===== src/rtl/spi_mem_loader_pkg.sv =====
// Shared constants and FSM encoding for the SPI parameter-memory loader.
// Latency: n/a (declarations only).
// Backpressure: n/a.
package spi_mem_loader_pkg;

  localparam int BYTE_W = 8;

  localparam logic [BYTE_W-1:0] CMD_WRITE = 8'h01;
  localparam logic [BYTE_W-1:0] CMD_READ  = 8'h02;

  typedef enum logic [2:0] {
    ST_IDLE,
    ST_CMD,
    ST_ADDR,
    ST_DATA,
    ST_IGNORE
  } state_t;

endpackage


===== src/rtl/spi_mem_loader_if.sv =====
// SPI pins plus parameter-memory port of the loader, bundled as one interface.
// Latency: n/a (wires only).
// Backpressure: none; SPI is host-timed and the memory accepts every strobe.
// slave modport: loader side (SPI slave, memory master).
// master modport: environment side (SPI host pins and the memory itself).
interface spi_mem_loader_if #(
  parameter int N  = 8,
  parameter int AW = 4
);
  logic          sclk;
  logic          cs_n;
  logic          mosi;
  logic          miso;
  logic [N-1:0]  mem_rdata;
  logic [AW-1:0] mem_addr;
  logic [N-1:0]  mem_wdata;
  logic          mem_we;
  logic          busy;
  logic          err;

  modport slave (
    input  sclk, cs_n, mosi, mem_rdata,
    output miso, mem_addr, mem_wdata, mem_we, busy, err
  );

  modport master (
    output sclk, cs_n, mosi, mem_rdata,
    input  miso, mem_addr, mem_wdata, mem_we, busy, err
  );
endinterface


===== src/rtl/spi_sync_edge.sv =====
// 2-FF synchronizer with rise/fall pulse detection in the clk domain.
// Latency: an input edge yields a one-clk pulse 2 clk after capture.
// Backpressure: none.
// Ports: clk, reset (async active-low), din (async), rise/fall (one-clk pulses).
module spi_sync_edge #(
  parameter logic RST_VAL = 1'b0
) (
  input  logic clk,
  input  logic reset,
  input  logic din,
  output logic rise,
  output logic fall
);

  logic meta;
  logic sync;
  logic prev;

  always_ff @(posedge clk or negedge reset) begin
    if (!reset) begin
      meta <= RST_VAL;
      sync <= RST_VAL;
      prev <= RST_VAL;
    end else begin
      meta <= din;
      sync <= meta;
      prev <= sync;
    end
  end

  assign rise = sync & ~prev;
  assign fall = ~sync & prev;

endmodule


===== src/rtl/spi_mem_loader.sv =====
// SPI mode-0 slave that bursts writes into / reads back from the parameter memory.
// Latency: last sclk rise of a data byte to mem_we high is 4 clk.
// Backpressure: none; host-timed, needs f_clk >= 4*f_sclk.
// Ports: clk, reset (async active-low), bus (slave modport: SPI pins,
//        memory addr/wdata/we/rdata, busy and sticky err).
module spi_mem_loader
  import spi_mem_loader_pkg::*;
#(
  parameter int M  = 10,
  parameter int N  = 8,
  parameter int AW = $clog2(M)
) (
  input  logic             clk,
  input  logic             reset,
  spi_mem_loader_if.slave  bus
);

  logic              sclk_rise;
  logic              sclk_fall;
  logic              cs_rise;
  logic              cs_fall;
  logic              mosi_meta;
  logic              mosi_s;

  state_t            state;
  state_t            state_nxt;
  logic [2:0]        bit_cnt;
  logic [6:0]        rx_sh;
  logic [BYTE_W-1:0] rx_byte;
  logic [BYTE_W-1:0] tx_sh;
  logic              is_read;
  logic              we_pend;
  logic              ld_pend;
  logic              byte_done;
  logic              cmd_ok;
  logic              addr_ok;
  logic              rd_active;

  logic [AW-1:0]     mem_addr_q;
  logic [N-1:0]      mem_wdata_q;
  logic              mem_we_q;
  logic              err_q;

  spi_sync_edge #(.RST_VAL(1'b0)) u_sclk_sync (
    .clk   (clk),
    .reset (reset),
    .din   (bus.sclk),
    .rise  (sclk_rise),
    .fall  (sclk_fall)
  );

  // cs_n idles high, so its synchronizer resets high to avoid a fake frame start.
  spi_sync_edge #(.RST_VAL(1'b1)) u_cs_sync (
    .clk   (clk),
    .reset (reset),
    .din   (bus.cs_n),
    .rise  (cs_rise),
    .fall  (cs_fall)
  );

  // mosi shares the sclk synchronizer depth, so it is aligned with sclk_rise.
  always_ff @(posedge clk or negedge reset) begin
    if (!reset) begin
      mosi_meta <= 1'b0;
      mosi_s    <= 1'b0;
    end else begin
      mosi_meta <= bus.mosi;
      mosi_s    <= mosi_meta;
    end
  end

  function automatic logic [AW-1:0] addr_inc(input logic [AW-1:0] a);
    return (a == AW'(M - 1)) ? '0 : a + AW'(1);
  endfunction

  assign rx_byte   = {rx_sh, mosi_s};
  assign byte_done = sclk_rise && (bit_cnt == 3'd7) && (state != ST_IDLE);
  assign cmd_ok    = (rx_byte == CMD_WRITE) || (rx_byte == CMD_READ);
  assign addr_ok   = rx_byte < BYTE_W'(M);
  assign rd_active = (state == ST_DATA) && is_read;

  always_ff @(posedge clk or negedge reset) begin
    if (!reset) state <= ST_IDLE;
    else        state <= state_nxt;
  end

  always_comb begin
    state_nxt = state;
    if (cs_rise) begin
      state_nxt = ST_IDLE;
    end else begin
      unique case (state)
        ST_IDLE: if (cs_fall)   state_nxt = ST_CMD;
        ST_CMD:  if (byte_done) state_nxt = cmd_ok  ? ST_ADDR : ST_IGNORE;
        ST_ADDR: if (byte_done) state_nxt = addr_ok ? ST_DATA : ST_IGNORE;
        default: state_nxt = state;
      endcase
    end
  end

  always_ff @(posedge clk or negedge reset) begin
    if (!reset) begin
      bit_cnt     <= '0;
      rx_sh       <= '0;
      tx_sh       <= '0;
      is_read     <= 1'b0;
      we_pend     <= 1'b0;
      ld_pend     <= 1'b0;
      mem_we_q    <= 1'b0;
      mem_addr_q  <= '0;
      mem_wdata_q <= '0;
      err_q       <= 1'b0;
    end else begin
      // Write strobe trails byte completion by one clk; address advances after it.
      mem_we_q <= we_pend;
      we_pend  <= 1'b0;
      ld_pend  <= 1'b0;
      if (mem_we_q) mem_addr_q <= addr_inc(mem_addr_q);

      if (state == ST_IDLE && cs_fall) begin
        bit_cnt <= '0;
        err_q   <= 1'b0;
      end

      if (sclk_rise && state != ST_IDLE) begin
        rx_sh   <= rx_byte[6:0];
        bit_cnt <= bit_cnt + 3'd1;
      end

      // Reload uses mem_rdata one clk after mem_addr moves. The falling edge
      // right after a byte boundary (bit_cnt == 0) must not shift, or the
      // freshly loaded MSB would be lost before the host samples it.
      if (ld_pend) begin
        tx_sh <= BYTE_W'(bus.mem_rdata);
      end else if (sclk_fall && rd_active && bit_cnt != 3'd0) begin
        tx_sh <= {tx_sh[BYTE_W-2:0], 1'b0};
      end

      if (byte_done && !cs_rise) begin
        unique case (state)
          ST_CMD: begin
            is_read <= (rx_byte == CMD_READ);
            if (!cmd_ok) err_q <= 1'b1;
          end
          ST_ADDR: begin
            if (addr_ok) begin
              mem_addr_q <= rx_byte[AW-1:0];
              ld_pend    <= 1'b1;
            end else begin
              err_q <= 1'b1;
            end
          end
          ST_DATA: begin
            if (is_read) begin
              mem_addr_q <= addr_inc(mem_addr_q);
              ld_pend    <= 1'b1;
            end else begin
              mem_wdata_q <= rx_byte[N-1:0];
              we_pend     <= 1'b1;
            end
          end
          default: ;
        endcase
      end
    end
  end

  assign bus.miso      = rd_active ? tx_sh[BYTE_W-1] : 1'b0;
  assign bus.mem_addr  = mem_addr_q;
  assign bus.mem_wdata = mem_wdata_q;
  assign bus.mem_we    = mem_we_q;
  assign bus.busy      = (state != ST_IDLE);
  assign bus.err       = err_q;

endmodule


===== src/flat_wrapper.sv =====
// flat-port wrapper written by rule: the top's interface ports become plain ports
module spi_mem_loader_flat import spi_mem_loader_pkg::*;
#(
  parameter int M  = 10,
  parameter int N  = 8,
  parameter int AW = $clog2(M)
)
  (clk, reset, bus_sclk, bus_cs_n, bus_mosi, bus_mem_rdata, bus_miso, bus_mem_addr, bus_mem_wdata, bus_mem_we, bus_busy, bus_err);
  spi_mem_loader_if #(.N(N), .AW(AW)) bus_i ();
  input  logic clk;
  input  logic reset;
  input wire logic [$bits(bus_i.sclk)-1:0] bus_sclk;
  input wire logic [$bits(bus_i.cs_n)-1:0] bus_cs_n;
  input wire logic [$bits(bus_i.mosi)-1:0] bus_mosi;
  input wire logic [$bits(bus_i.mem_rdata)-1:0] bus_mem_rdata;
  output wire logic [$bits(bus_i.miso)-1:0] bus_miso;
  output wire logic [$bits(bus_i.mem_addr)-1:0] bus_mem_addr;
  output wire logic [$bits(bus_i.mem_wdata)-1:0] bus_mem_wdata;
  output wire logic [$bits(bus_i.mem_we)-1:0] bus_mem_we;
  output wire logic [$bits(bus_i.busy)-1:0] bus_busy;
  output wire logic [$bits(bus_i.err)-1:0] bus_err;
  assign bus_i.sclk = bus_sclk;
  assign bus_i.cs_n = bus_cs_n;
  assign bus_i.mosi = bus_mosi;
  assign bus_i.mem_rdata = bus_mem_rdata;
  assign bus_miso = bus_i.miso;
  assign bus_mem_addr = bus_i.mem_addr;
  assign bus_mem_wdata = bus_i.mem_wdata;
  assign bus_mem_we = bus_i.mem_we;
  assign bus_busy = bus_i.busy;
  assign bus_err = bus_i.err;
  spi_mem_loader #(.M(M), .N(N), .AW(AW)) u_core (.clk(clk), .reset(reset), .bus(bus_i));
endmodule

===== config.mk =====
export PLATFORM = sky130hd
export DESIGN_NAME = spi_mem_loader_flat
export DESIGN_NICKNAME = d
export VERILOG_FILES = /design/src/rtl/spi_mem_loader_pkg.sv /design/src/rtl/spi_mem_loader_if.sv /design/src/rtl/spi_sync_edge.sv /design/src/rtl/spi_mem_loader.sv /design/src/flat_wrapper.sv
export SDC_FILE = /design/constraint.sdc
export NUM_CORES = 1
export LEC_CHECK = 0
export CAP_MARGIN = 10
export CORE_MARGIN = 4
export CORE_UTILIZATION = 41
export CTS_CLUSTER_DIAMETER = 120
export DETAILED_ROUTE_END_ITERATION = 8
export MAX_ROUTING_LAYER = met4
export PLACE_DENSITY = 0.6
export SLEW_MARGIN = 20
export SYNTH_ARGS = -nofsm -noshare
export SYNTH_HDL_FRONTEND = slang
export SYNTH_SLANG_ARGS = --single-unit

===== constraint.sdc =====
create_clock -name clk -period 2.7 [get_ports clk]
set_clock_uncertainty 0.05 [all_clocks]
set_input_delay 0.54 -clock clk [delete_from_list [all_inputs] [get_ports clk]]
set_output_delay 0.54 -clock clk [all_outputs]
set_load 0.1 [all_outputs]

==> results of run 1 <==
==> per-stage QoR <==
step / worst slack (ns) / utilization
CTS: 0.5187 / 0.5007
global route: 0.4309 / 0.5012
detailed placement: 0.6854 / 0.4794
floorplan: 0.5798 / -
global placement: 0.7731 / 0.4794
finish: 0.5432 / 0.5012
==> cell usage in the layout, fill, tap and decap left out, drive strengths merged, types with 5 or more instances in the layout <==
cell type and instances:
nand2 16, clkbuf 5, clkdlybuf4s50 11, nand3 8, inv 7, dfrtp 43, a21oi 6, o21ai 10
nor2 8, buf 19, mux2i 9, mux2 17
==> state kept, by name, indices dropped and copies added (netlist names), 3 cells and up <==
name and cells:
u_core.bit_cnt 3, u_core.bus.mem_addr 4, u_core.bus.mem_wdata 8, u_core.rx_sh 7, u_core.state 3, u_core.tx_sh 8
==> layout make-up <==
type | count | area, sq um
Fill cell | 468 | 2547
Multi-Input combinational cell | 119 | 929.6
Timing Repair Buffer | 30 | 252.7
Inverter | 7 | 26.28
Tap cell | 70 | 87.58
Sequential cell | 46 | 1155
Clock buffer | 5 | 68.82
Clock inverter | 3 | 40.04
==> power breakdown <==
part | internal, uW | switching [uW] | total [uW]
sequential | 797 | 152 | 949
clock | 272 | 220 | 492
combinational | 236 | 345 | 582
==> how the worst max path moves through the flow <==
stage	from	end	slack [ns]
2_1_floorplan	u_core.state[2]	bus_miso	0.58
3_3_place_gp	u_core.state[1]	u_core.bus.mem_wdata[1]	0.77
3_5_place_dp	u_core.state[1]	u_core.bus.mem_wdata[2]	0.69
4_1_cts	u_core.state[2]	bus_miso	0.52
5_1_grt	u_core.state[1]	bus_miso	0.43
6_report	u_core.state[2]	bus_miso	0.54
==> kinds of logic after synthesis <==
family / after synthesis / share of synthesized area
buffers and inverters: 13 / 0.03196
multiplexers: 26 / 0.1447
adder cells (fa/ha/maj): 3 / 0.01743
flip-flops: 46 / 0.5363
AND/OR/NAND/NOR: 57 / 0.1644
AO/OA/AOI/OAI: 29 / 0.08890
XOR/XNOR: 4 / 0.01627
==> worst max-delay path: cells and delay by family, from the launching register on <==
kind                   cells  cell delay, ns
AND/OR/NAND/NOR            2            0.54
buffers and inverters      1            0.28
flip-flops                 1            0.45
==> metal layers <==
| metal | track usage | routed length, um |
|---|---|---|
| met1 | 0.1830 | 1834 |
| met2 | 0.2376 | 2153 |
| met3 | 0.03139 | 140 |
| met4 | 0.06419 | 59 |
| met5 | - | 0 |
==> summary.txt, run 1 <==
Status
  – Status: complete, no violations

Timing
  – Period Utilization, post-route: 0.7988
  – Hold Vio Cnt, Final: 0
  – Actual slew at the worst max-slew pin: 0.5659 ns
  – RSZ-0062 raised after global routing: no
  – Minimum clock period: 2.157 ns
  – Fmax achieved: 463.7 MHz
  – Final setup TNS: 0 ns
  – Final setup vio count: 0
  – Slew Limit Fails: 0
  – Max-slew headroom: 0.6228
  – Worst hold-check slack: 0.1863 ns

Die
  – Cell row count: 26
  – Die width: 80.47 um
  – Die area: 0.006475 sq mm
  – Chip Height: 80.47 um
  – Area of the core: 0.005107 sq mm
  – I/O pin total: 29
  – Initial core utilization: 0.4216

Synthesis
  – Avg Inst Size Synth: 12.10 sq um
  – Synth cell types: 44
  – Synth Register Bits: 46
  – Most frequent cells after synthesis: dfrtp_1, nand2_1, mux2_2, mux2i_1
  – Cells after synthesis: 178
  – Post-synth top area share: 0.4997
  – Synth area leaders: dfrtp_1, mux2_4, mux2_2
  – Yosys warns: 0
  – Synth area leader: dfrtp_1
  – Sequential fraction of the synthesis area: 0.5363
  – Asr flop ratio synth: 1.000
  – Most common cell in the netlist: dfrtp_1
  – Net count after synthesis: 194
  – Post-synth top flop: dfrtp_1
  – Mapped Area: 0.002153 sq mm
  – Number of flops mapped to enable cells by yosys: 0

Critical path
  – Cell Chain, Critical Path: and4b_2 > and2_1 > buf_4
  – Slowest cell on the critical path: dfrtp_1
  – Critical R2R Launch: u_core.state[1]
  – Flop2flop setup slack: 0.70 ns
  – Critical path data required time: 2.11 ns
  – Reg2Reg Depth: 5
  – Critical Path Fanout Max: 7
  – CP arrival: 1.57 ns
  – Setup crit end kind: primary output
  – Max incr delay on CP: 0.45 ns
  – Critical Path Start Type: flip-flop
  – Kind of critical path: flip-flop to primary output
  – FF-to-FF End: u_core.bus.mem_wdata[2]

Finish
  – Final cell count without fillers: 280
  – Post-route design area: 0.002560 sq mm
  – Area grow syn2layout: 18.88%
  – Layout cells sized above 1: 0.2714
  – Nets: 225
  – Diodes inserted: 0

Placed design
  – DP Area: 0.002449 sq mm
  – Gpl congestion: 0.8130
  – IO Port Bufs: 28
  – # placed instances: 272
  – DP HPWL: 3.144 mm

Clock tree
  – Hold buffer count at CTS: 0
  – Root Buffer: clkbuf_8
  – Max H-tree Level: 2
  – CTS tree: built
  – Clock Tree Buf Depth: 2
  – # resized after CTS: 0
  – Worst-path clk slew: 0.08 ns
  – Total setup buffers inserted after CTS: 0
  – Clock Latency Late Sink: 0.29 ns
  – CTS Buf Count: 5
  – Clock Sinks: 46

Power
  – Pleak: 0.001110 uW
  – Worst VDD drop: 0.0004426 V
  – Pwr Total: 2023 uW
  – PD cells: 790.1 mW/mm^2

Hold path
  – HP Class: primary input to asynchronous set/reset pin

Job
  – Max cap viols: 0

Drt
  – DR vias: 1436
  – Drt drc: 0
  – Final wirelength: 4.188 mm
  – Post-route ant nets: 0
  – Routed len/inst: 14.96 um
  – DR iter-0 viols: 73
  – Vias/cell: 5.129
  – 1st-pass router iterations: 4

GRT
  – Total gr overflow: 0
  – First-pass GRT wire length: 7.127 mm
  – Vias in the first global route: 1502
  – GR Util All Layers: 0.1488
  – Largest net degree at the start of global routing: 47
  – Antenna violations before repair: 0
(Power assumes the default switching activity.)
==> inputs of run 2 (changes only) <==
==> constraint.sdc (replaced) <==
create_clock -name clk -period 2 [get_ports clk]
set_clock_uncertainty 0.05 [all_clocks]
set_input_delay 0.4 -clock clk [delete_from_list [all_inputs] [get_ports clk]]
set_output_delay 0.4 -clock clk [all_outputs]
set_load 0.1 [all_outputs]
==> summary.txt, run 2 (synthesized netlist as in run 1, its figures left out) <==
Timing
  – Slew Limit Fails: 0 (unchanged)
  – Minimum clock period: 1.917 ns
  – Actual slew at the worst max-slew pin: 0.5611 ns (-0.004754 ns)
  – Fmax achieved: 521.5 MHz
  – Final setup vio count: 0 (unchanged)
  – Setup ws final: 0.08255 ns (-0.4607 ns)
  – Max-slew headroom: 0.6259 (+0.003169)
  – Period Utilization, post-route: 0.9587
  – Hold Vio Cnt, Final: 0 (unchanged)
  – RSZ-0062 raised after global routing: no
  – Final setup TNS: 0 ns (unchanged)

GRT
  – Largest net degree at the start of global routing: 19 (-60%)
  – Vias in the first global route: 1505 (+0.20%)
  – First-pass GRT wire length: 7.148 mm (+0.29%)
  – Total gr overflow: 0 (unchanged)
  – GR Util All Layers: 0.1497 (+0.0009319)
  – Antenna violations before repair: 0 (unchanged)

Hold path
  – WHS Endpoint: u_core.u_cs_sync.sync
  – HP Class: flip-flop to flip-flop
  – Hold_sp: u_core.u_cs_sync.meta
  – Hold path depth: 0

Power
  – PD cells: 1023 mW/mm^2 (+29%)
  – Worst VDD drop: 0.0004763 V (+7.6%)
  – Pleak: 0.001142 uW (+2.9%)

Placed design
  – IO Port Bufs: 28 (unchanged)
  – Gpl congestion: 0.7947 (-2.3%)
  – Post-Place Setup Slack: 0.09096 ns (-0.5944 ns)
  – DP HPWL: 3.150 mm (+0.19%)
  – DP Area: 0.002556 sq mm (+4.4%)
  – # placed instances: 273 (+0.37%)

Die
  – I/O pin total: 29 (unchanged)
  – Die width: 80.47 um (unchanged)
  – Chip Height: 80.47 um (unchanged)
  – Cell row count: 26 (unchanged)
  – Area of the core: 0.005107 sq mm (unchanged)
  – Die area: 0.006475 sq mm (unchanged)
  – Initial core utilization: 0.4216 (unchanged)

Finish
  – Layout cells sized above 1: 0.2817 (+0.01026)
  – Most frequent cells in the layout: dfrtp_1, nand2_1, buf_4
  – Final Util: 0.5247 (+0.02352)
  – Diodes inserted: 0 (unchanged)
  – Nets: 228 (+1.3%)
  – Area grow syn2layout: 24.46%
  – Post-route design area: 0.002680 sq mm (+4.7%)
  – Final cell count without fillers: 283 (+1.1%)
  – Most common cell after layout, fill and taps aside: dfrtp_1

Drt
  – Vias/cell: 5.074 (-1.1%)
  – Highest Signal Layer: met4
  – Final wirelength: 4.197 mm (+0.21%)
  – 1st-pass router iterations: 4 (unchanged)
  – Post-route ant nets: 0 (unchanged)
  – Drt drc: 0 (unchanged)
  – Met3 WL: 159 um (+14%)
  – M1 WL: 1.810 mm (-1.3%)
  – Routed len/inst: 14.83 um (-0.85%)
  – DR vias: 1436 (unchanged)
  – DR iter-0 viols: 74 (+1.4%)
  – Routed wl met2: 2.157 mm (+0.19%)

Critical path
  – Setup crit end kind: flip-flop
  – Critical Path Start Type: flip-flop
  – FF-to-FF End: u_core.bus.mem_wdata[6]
  – WP buf/inv: 0 (-1)
  – Critical path data required time: 2.14 ns (+0.03 ns)
  – Delay-heaviest family, CP: simple AND/OR/NAND/NOR gates
  – CP arrival: 2.05 ns (+0.48 ns)
  – Slowest cell on the critical path: and4_1
  – Max incr delay on CP: 0.57 ns (+0.12 ns)
  – Reg2Reg Depth: 3 (-2)
  – Critical R2R Launch: u_core.state[2]
  – Cell Chain, Critical Path: and4bb_2 > and4_1 > mux2_4
  – Critical Path Fanout Max: 9 (+2)
  – Kind of critical path: flip-flop to flip-flop
  – Flop2flop setup slack: 0.08 ns (-0.62 ns)

Clock tree
  – Max H-tree Level: 2 (unchanged)
  – Root Buffer: clkbuf_8
  – CTS tree: built
  – Clock Sinks: 46 (unchanged)
  – Worst-path clk slew: 0.08 ns (about the same)
  – Clock Tree Buf Depth: 2 (unchanged)
  – Clock Latency Late Sink: 0.30 ns (about the same)
  – CTS Buf Count: 5 (unchanged)

Status
  – Status: complete, no violations

Job
  – Max cap viols: 0 (unchanged)
==> run 2: cell types whose count changed in the layout (fill, tap and decap cells not counted) <==
cell,delta
buf_12,+8
buf_2,+1
buf_4,-7
bufinv_16,-1
clkbuf_8,+2
clkinv_2,-2
clkinv_4,+1
dfrtp_1,-1
dfrtp_2,+1
dlygate4sd3_1,+1
==> run 2: layer usage <==
metal,GRT usage,vias up
met5,-,-
met3,0.03363,6
met2,0.2517,24
met4,0.06081,0
li1,-,699
met1,0.1734,707
==> run 2: power by group <==
group | internal (uW) | switching, uW | total [uW]
Sequential | 1080 | 206 | 1280
Clock | 316 | 300 | 617
Combinational | 367 | 474 | 841
Total | 1760 | 981 | 2740
==> run 2: timing repair <==
item / 4_1_cts / 5_1_grt
hold buffers: 1 / 0
setup endpoints to repair: 0 / 1
resized for setup: 0 / 1
hold endpoints to repair: 16 / 0
setup buffers: 0 / 1
==> run 2: worst max path at each step <==
stage	from	endpoint	slack, ns	depth (start not counted)
after floorplan	u_core.state[2]	bus_miso	0.02	2
after global placement	u_core.state[2]	u_core.bus.mem_wdata[5]	0.16	3
after detailed placement	u_core.state[2]	u_core.bus.mem_wdata[3]	0.09	3
after CTS	u_core.state[1]	bus_miso	0.004	3
after global routing	u_core.bit_cnt[0]	u_core.bus.mem_wdata[3]	0.0004	4
final	u_core.state[2]	u_core.bus.mem_wdata[6]	0.08	3
==> run 2: through the flow <==
step | hold WS, ns | total power (uW)
6_report | 0.3079 | 2742
5_1_grt | 0.3102 | 2899
4_1_cts | 0.3093 | 2771
3_5_place_dp | 0.2902 | 2142
3_3_place_gp | 0.2814 | 2105
2_1_floorplan | 0.05441 | 1869
==> run 2: layout make-up <==
| class | count | area, sq um |
|---|---|---|
| timing repair buffer | 33 | 375.4 |
| clock buffer | 7 | 96.34 |
| multi-input combinational | 119 | 929.6 |
| clock inverter | 1 | 8.758 |
| fill | 462 | 2427 |
| inverter | 7 | 26.28 |
| sequential | 46 | 1156 |
| tap | 70 | 87.58 |
